## src/rtl/fetch_pkg.sv

```systemverilog
// fetch_pkg: shared state encoding, strobe levels and default address width
// for the fetch sequencer. Rev 1.0
`default_nettype none

package fetch_pkg;

  localparam int unsigned DEFAULT_ADDR_W = 5;

  localparam logic RD = 1'b0;
  localparam logic WR = 1'b1;

  typedef enum logic [2:0] {
    IDLE   = 3'd0,
    ADDR   = 3'd1,
    MEM    = 3'd2,
    DATA   = 3'd3,
    LOAD   = 3'd4,
    HOLD   = 3'd5,
    UPDATE = 3'd6
  } state_e;

endpackage

`default_nettype wire

```

## src/rtl/fetch_wait_counter.sv

```systemverilog
// fetch_wait_counter: program-memory wait down-counter; done flags the last
// wait cycle. Rev 1.0
`default_nettype none

module fetch_wait_counter #(
  parameter int unsigned WAIT = 1
) (
  input  logic clk,
  input  logic rst_n,
  input  logic load_i,
  output logic done_o
);

  localparam logic [2:0] LOAD_VAL = 3'(WAIT);

  logic [2:0] count_q;

  always_ff @(posedge clk) begin
    if (!rst_n) begin
      count_q <= 3'd0;
    end else if (load_i) begin
      count_q <= LOAD_VAL;
    end else if (count_q != 3'd0) begin
      count_q <= count_q - 3'd1;
    end
  end

  assign done_o = (count_q <= 3'd1);

endmodule

`default_nettype wire

```

## src/rtl/fetch_sequencer.sv

```systemverilog
// fetch_sequencer: strobes the PC/MAR/PM/MDR/IR fetch datapath in order, owns
// the PC and hands the IR to decode with a valid/ack handshake. Rev 1.0
`default_nettype none

module fetch_sequencer
  import fetch_pkg::*;
#(
  parameter int unsigned ADDR_W   = DEFAULT_ADDR_W,
  parameter int unsigned MEM_WAIT = 1,
  parameter int unsigned RESET_PC = 0
) (
  input  logic              clk,
  input  logic              rst_n,
  input  logic              start,
  input  logic              halt,
  input  logic              branch_valid,
  input  logic [ADDR_W-1:0] branch_target,
  input  logic              ir_ack,
  output logic              PC_rd_wr,
  output logic              MAR_rd_wr,
  output logic              PM_rd_wr,
  output logic              MDR_rd_wr,
  output logic              IR_rd_wr,
  output logic [ADDR_W-1:0] pc_addr,
  output logic              fetch_valid,
  output logic              busy,
  output logic [15:0]       fetch_count
);

  localparam logic [ADDR_W-1:0] PC_INIT = ADDR_W'(RESET_PC);

  state_e            state_q, state_d;
  logic [ADDR_W-1:0] pc_q, pc_d;
  logic              count_inc;
  logic              wait_done;
  logic              pc_rd_wr_q, mar_rd_wr_q, mdr_rd_wr_q, ir_rd_wr_q;
  logic              fetch_valid_q, busy_q;
  logic [15:0]       fetch_count_q;

  fetch_wait_counter #(
    .WAIT (MEM_WAIT)
  ) u_wait (
    .clk    (clk),
    .rst_n  (rst_n),
    .load_i (state_q == ADDR),
    .done_o (wait_done)
  );

  // A branch pre-empts every state; the PC is committed on entry to UPDATE so
  // pc_addr already shows the new value during the PC write strobe.
  always_comb begin
    state_d   = state_q;
    pc_d      = pc_q;
    count_inc = 1'b0;
    if (branch_valid) begin
      state_d = UPDATE;
      pc_d    = branch_target;
    end else begin
      unique case (state_q)
        IDLE:    if (start && !halt) state_d = ADDR;
        ADDR:    state_d = (MEM_WAIT == 0) ? DATA : MEM;
        MEM:     if (wait_done) state_d = DATA;
        DATA:    state_d = LOAD;
        LOAD:    state_d = HOLD;
        HOLD: begin
          if (ir_ack) begin
            count_inc = 1'b1;
            pc_d      = pc_q + ADDR_W'(1);
            state_d   = UPDATE;
          end
        end
        UPDATE:  state_d = (halt || !start) ? IDLE : ADDR;
        default: state_d = IDLE;
      endcase
    end
  end

  always_ff @(posedge clk) begin
    if (!rst_n) begin
      state_q       <= IDLE;
      pc_q          <= PC_INIT;
      pc_rd_wr_q    <= RD;
      mar_rd_wr_q   <= RD;
      mdr_rd_wr_q   <= RD;
      ir_rd_wr_q    <= RD;
      fetch_valid_q <= 1'b0;
      busy_q        <= 1'b0;
      fetch_count_q <= 16'd0;
    end else begin
      state_q       <= state_d;
      pc_q          <= pc_d;
      mar_rd_wr_q   <= (state_d == ADDR)   ? WR : RD;
      mdr_rd_wr_q   <= (state_d == DATA)   ? WR : RD;
      ir_rd_wr_q    <= (state_d == LOAD)   ? WR : RD;
      pc_rd_wr_q    <= (state_d == UPDATE) ? WR : RD;
      fetch_valid_q <= (state_d == HOLD);
      busy_q        <= (state_d != IDLE);
      if (count_inc) fetch_count_q <= fetch_count_q + 16'd1;
    end
  end

  assign PC_rd_wr    = pc_rd_wr_q;
  assign MAR_rd_wr   = mar_rd_wr_q;
  assign PM_rd_wr    = RD;
  assign MDR_rd_wr   = mdr_rd_wr_q;
  assign IR_rd_wr    = ir_rd_wr_q;
  assign pc_addr     = pc_q;
  assign fetch_valid = fetch_valid_q;
  assign busy        = busy_q;
  assign fetch_count = fetch_count_q;

endmodule

`default_nettype wire

```

## config.mk

```make
export PLATFORM = sky130hd
export DESIGN_NAME = fetch_sequencer
export DESIGN_NICKNAME = d
export VERILOG_FILES = /design/src/rtl/fetch_pkg.sv /design/src/rtl/fetch_wait_counter.sv /design/src/rtl/fetch_sequencer.sv
export SDC_FILE = /design/constraint.sdc
export NUM_CORES = 1
export LEC_CHECK = 0
export CELL_PAD_IN_SITES_DETAIL_PLACEMENT = 1
export CELL_PAD_IN_SITES_GLOBAL_PLACEMENT = 1
export CORE_ASPECT_RATIO = 0.8
export CORE_MARGIN = 2
export CORE_UTILIZATION = 32
export CTS_CLUSTER_SIZE = 16
export DETAILED_ROUTE_END_ITERATION = 10
export PLACE_DENSITY_LB_ADDON = 0.15
export SKIP_CTS_REPAIR_TIMING = 1
export SYNTH_ARGS = -nofsm -noshare
export SYNTH_HDL_FRONTEND = slang
export SYNTH_SLANG_ARGS = --single-unit
```

## constraint.sdc

```tcl
create_clock -name clk -period 1.8 [get_ports clk]
set_clock_uncertainty 0.1 [all_clocks]
set_input_delay 0.36 -clock clk [delete_from_list [all_inputs] [get_ports clk]]
set_output_delay 0.36 -clock clk [all_outputs]
set_load 0.05 [all_outputs]
```

==> impl_metrics.toml, run 1 <==
[timing]
setup_viol = 0
hold_ws_ps = 399.7
final.min_clock_period_ps = 1712
rsz0062_at_grt = "yes"
finalCritPeriodShare = 0.9512
setup_ws_ps = 87.81
fmax_mhz = 584.0
hold_violations = 0
maxSlewViolCount = 0

[power]
powerDensity_nw_per_um2 = 833.4
ir_worst_vdd_v = 0.0003891
p_leak_uw = 0.0009122

[synthesis]
yosys.area.top_type_share = 0.4244
postSynth.asyncResetShare = 0
yosysWarnings = 0
synth_area_leaders = "dfxtp_1 42%, xnor2_1 5.6%, nor2_1 5.3%"
synth_seq_cells = 33
synth_edf_count = 0
netlist_area_um2 = 1556
synth_cells = 181
ys.flop_type = "dfxtp_1"
syn_area_per_cell_um2 = 8.599
yosys.area.top_type = "dfxtp_1"
ys_types = 40
ys_seq_area_frac = 0.4244
synth_nets = 197

[grt]
antenna_found_initial = 0
grt_overflow = 0
track_usage = 0.1708
grt_pass1_vias = 1521
grt_pass1_wl_mm = 7.044
grt_max_degree = 12

[worst_setup_path]
required_ps = 1860
critical_path_class = "reg -> reg"
cp_num_buf_inv = 1
critPathMaxFanout = 9
critPathArrivalTime_ps = 1780
startpoint_type = "register"
cpMaxStageDelayCell = "or3_1"
path_delay_family = "simple AND/OR/NAND/NOR gates"
cp_cell_sequence = "buf_4, nand2_1, a211oi_2, a21boi_0, or3_1"
crit_path_end_kind = "register"
slowest_delay_ps = 400
rrSetupSlack_ps = 90

[floorplanning]
dieArea_um2 = 5442
rows = 22
ios = 39
die_h_um = 66.38
start_util = 0.3366
coreArea_um2 = 4624
fp.dieW_um = 81.98

[drt]
drt_pass1_iterations = 4
drc_errors = 0
wl_met1_mm = 1.930
drtIter0Drc = 44
routed_wl_mm = 4.180
vias = 1450
drt-wirelength-per-cell_um = 14.17
via_per_inst = 4.915
ant_nets = 0
maxUsedRoutingLayer = "met4"
wl_met3_um = 216
dr_wl_met2_mm = 1.992

[placement]
place.detailed.hpwl_mm = 3.288
place.gp.congestion = 0.7546
dpl_cell_area_um2 = 2048
io_buffers = 37
post-place-ws_ps = -477.1

[clocking]
clock-sinks = 33
cts_max_path_buffers = 2
clkTransAtPathRegs_ps = 70
htreeDepth = 2
clock_latency_ps = 280
cts-root-buf = "clkbuf_8"
cts_tree = "built"
cts_made_buffers = 5

[layout]
antenna_cells = 0
drive_above_1_share = 0.3106
fill_cells = 565
area_growth_pct = 41.24
fin_area_um2 = 2198
nets = 250

[min_path]
min-delay-path-class = "reg -> reg"

[run_status]
outcome = "complete, no violations"

[run]
cap_violations = 0
[per-stage QoR]
step | utilization | cells | setup TNS [ps] | total power, uW
floorplan | - | 181 | 0 | 1099
global placement | 0.4429 | 287 | -4778 | 1206
detailed placement | 0.4429 | 287 | -6310 | 1227
CTS | 0.4648 | 295 | -888.4 | 1845
global route | 0.4754 | 295 | -46.81 | 1946
finish | 0.4754 | 295 | 0 | 1832
[report_power, final]
part	leakage (uW)	switching [uW]	internal, uW
registers	0.000275	43.2	777
logic	0.000582	228	169
clock network	0.0000542	270	346
total	0.000912	540	1290
[logic make-up after synthesis]
logic type / after synthesis / synth area share
simple gates: 78 / 0.2757
flops: 33 / 0.4244
compound gates: 31 / 0.1166
buf+inv: 17 / 0.04984
xor+xnor: 15 / 0.08440
fa+ha+maj: 5 / 0.04019
other cells: 1 / 0.002409
mux: 1 / 0.006431
[synth_stat cells, drive strengths merged, types with 5 or more instances]
master and instances:
nor2 22, xor2 5, nand2 14, xnor2 10, a21oi 14, o21ai 8
nand3 5, inv 7, clkbuf 5, or3 6, nor3 5, dfxtp 33
ha 5
[state kept, by name (all words and copies together), names as in the netlist]
name and flops:
fetch_valid 1, u_wait.count_q 3, state_q 3, MDR_rd_wr 1
fetch_count 16, PC_rd_wr 1, pc_addr 5, busy 1
IR_rd_wr 1, MAR_rd_wr 1
[per-layer routing]
metal / up-vias / global-route usage
li1: 733 / -
met1: 681 / 0.2180
met2: 31 / 0.2764
met3: 5 / 0.04372
met4: 0 / 0.06250
met5: - / 0
[final cells by class]
class / instances / area, um^2 / area share
multi-input cells: 131 / 863.3 / 0.3927
flip-flops and latches: 33 / 681.9 / 0.3102
repair buffers: 55 / 446.7 / 0.2032
clock buffers: 7 / 96.34 / 0.04382
well taps: 60 / 75.07 / 0.03415
inverters: 8 / 30.03 / 0.01366
clock inverters: 1 / 5.005 / 0.002277
[final timing paths]
kind                                                    from                            to  cells after the start
worst max-delay path                   state_q[0]$_SDFF_PN0_               busy$_SDFF_PN0_                      5
worst min-delay path            fetch_count[15]$_SDFFE_PN0P_  fetch_count[15]$_SDFFE_PN0P_                      2
worst max register to register         state_q[0]$_SDFF_PN0_               busy$_SDFF_PN0_                      5
worst min register to register  fetch_count[15]$_SDFFE_PN0P_  fetch_count[15]$_SDFFE_PN0P_                      2
[worst reg2reg max path: cells and delay by family (launching register included)]
| kind | cells | cell delay, ps |
|---|---|---|
| flip-flops | 1 | 370 |
| AND/OR/NAND/NOR | 2 | 520 |
| AO/OA/AOI/OAI | 2 | 430 |
| buffers and inverters | 1 | 180 |
[placed cells by master (no fill, tap or decap), drive strengths merged, types with 6 or more instances in the layout]
| cell | n |
|---|---|
| xnor2 | 10 |
| clkbuf | 7 |
| buf | 45 |
| o21ai | 8 |
| nand2 | 14 |
| nor2 | 22 |
| a21oi | 14 |
| or3 | 6 |
| clkdlybuf4s50 | 8 |
| inv | 7 |
| dfxtp | 33 |
(Power assumes the default switching activity.)
==> run 2: changes to the inputs <==
--- a/config.mk
+++ b/config.mk
@@ -9,7 +9,7 @@
 export CELL_PAD_IN_SITES_GLOBAL_PLACEMENT = 1
 export CORE_ASPECT_RATIO = 0.8
 export CORE_MARGIN = 2
-export CORE_UTILIZATION = 32
+export CORE_UTILIZATION = 33
 export CTS_CLUSTER_SIZE = 16
 export DETAILED_ROUTE_END_ITERATION = 10
 export PLACE_DENSITY_LB_ADDON = 0.15
==> constraint.sdc (replaced) <==
create_clock -name clk -period 1.7 [get_ports clk]
set_clock_uncertainty 0.1 [all_clocks]
set_input_delay 0.34 -clock clk [delete_from_list [all_inputs] [get_ports clk]]
set_output_delay 0.34 -clock clk [all_outputs]
set_load 0.05 [all_outputs]
==> impl_metrics.toml, run 2 (same netlist as run 1, synthesis figures left out) <==
[timing]
finalCritPeriodShare = 0.9840
fmax_mhz = 597.8
setup_viol = 0
rsz0062_at_grt = "yes"
maxSlewViolCount = 0
final.min_clock_period_ps = 1673
hold_violations = 0

[layout]
largest_reg_flops = 16
fin_area_um2 = 2542
finalNonFillerCells = 306
drive_above_1_share = 0.3821
final_common_cell = "buf_4"
area_growth_pct = 63.34
utilization = 0.5564
fill_cells = 558
layout_common_cells = "39 x buf_4, 22 x nor2_1, 18 x dfxtp_1, 16 x buf_12, 14 x nand2_1"
nets = 261
antenna_cells = 0

[floorplanning]
dieArea_um2 = 5285
rows = 22
die_h_um = 65.43
fp.dieW_um = 80.79
start_util = 0.3406
ios = 39
coreArea_um2 = 4569

[drt]
ant_nets = 0
drt-wirelength-per-cell_um = 15.85
drc_errors = 0
drt_pass1_iterations = 4
via_per_inst = 5.052
vias = 1546
routed_wl_mm = 4.850
drtIter0Drc = 34

[worst_setup_path]
required_ps = 1810
critical_path_class = "reg -> reg"
crit_path_end_kind = "register"
startpoint_type = "register"
critPathArrivalTime_ps = 1790
critPathMaxFanout = 5

[power]
switchingPower_uw = 600.6
switching_share = 0.2920
p_clk_frac = 0.341
combPwrFrac = 0.236
intPower_uw = 1456
p_leak_uw = 0.001032
powerDensity_nw_per_um2 = 809.0
ir_worst_vdd_v = 0.0004301
seqPwrFrac = 0.423

[grt]
track_usage = 0.1858
grt_pass1_wl_mm = 7.603
antenna_found_initial = 0
grt_overflow = 0
grt_max_degree = 16
grt_pass1_vias = 1647

[placement]
dpl_cell_area_um2 = 2277
dp_cells = 291
place.gp.congestion = 0.8103
place.detailed.hpwl_mm = 3.502
io_buffers = 37

[clocking]
cts_tree = "built"
clkTransAtPathRegs_ps = 70
cts_max_path_buffers = 2
clock_latency_ps = 280
clock-sinks = 33
cts_made_buffers = 5
htreeDepth = 2
cts-root-buf = "clkbuf_8"

[run_status]
outcome = "complete, no violations"

[run]
cap_violations = 0

[min_path]
min-delay-path-class = "in -> reg"
-- run 2: cell types whose count changed in the layout (fill, tap and decap cells not counted), sizes merged --
cell and change:
buf +11, clkbuf +1, clkinv -1
-- run 2: layer usage --
layer  up-vias  GRT usage  part of all wire  routed length [um]
li1        757          -                 -                   -
met1       754     0.2237              0.45                2160
met2        30     0.3344              0.51                2477
met3         5    0.03984             0.036                 175
met4         0    0.05085            0.0074                  36
met5         -          0                 0                   0
-- run 2: power groups by stage --
stage               combinational [uW]  clock [uW]  sequential [uW]
floorplan                          234           0              930
global placement                   411           0              881
detailed placement                 439           0              885
CTS                                442         710              868
global route                       540         758              876
finish                             485         702              869
-- run 2: final timing paths --
kind | startpoint | endpoint | slack, ps | cells past startpoint
setup / recovery | fetch_count[0]$_SDFFE_PN0P_ | fetch_count[12]$_SDFFE_PN0P_ | 30 | 5
hold / removal | branch_valid | PC_rd_wr$_SDFF_PN0_ | 410 | 4
setup reg to reg | fetch_count[0]$_SDFFE_PN0P_ | fetch_count[12]$_SDFFE_PN0P_ | 30 | 5
hold reg to reg | u_wait.count_q[2]$_SDFFE_PP0P_ | u_wait.count_q[2]$_SDFFE_PP0P_ | 430 | 2
-- run 2: critical path, stage by stage, from the launching register on --
cell and delay (ps):
dfxtp_4 390, ha_4 130, and4b_1 230, nand4_1 210
or3_1 430, a21oi_2 110
-- run 2: cell type report --
cell class	count	area, um^2	share of cell area
Multi-Input combinational cell	131	900.9	0.3543
Timing Repair Buffer	66	733.2	0.2884
Sequential cell	33	691.9	0.2721
Clock buffer	8	111.4	0.04380
Tap cell	60	75.07	0.02953
Inverter	8	30.03	0.01181
-- run 2: stage by stage --
step / TNS, ps / power [uW] / worst slack (ps) / hold WS [ps]
6_report: 0 / 2057 / 27.13 / 408.1
5_1_grt: -127.4 / 2174 / -50.54 / 444.9
4_1_cts: -1861 / 2020 / -287.8 / 420.7
3_5_place_dp: -8390 / 1325 / -564.6 / 410.2
3_3_place_gp: -6844 / 1292 / -471.8 / 373.3
2_1_floorplan: -14.52 / 1164 / -9.933 / 378.4
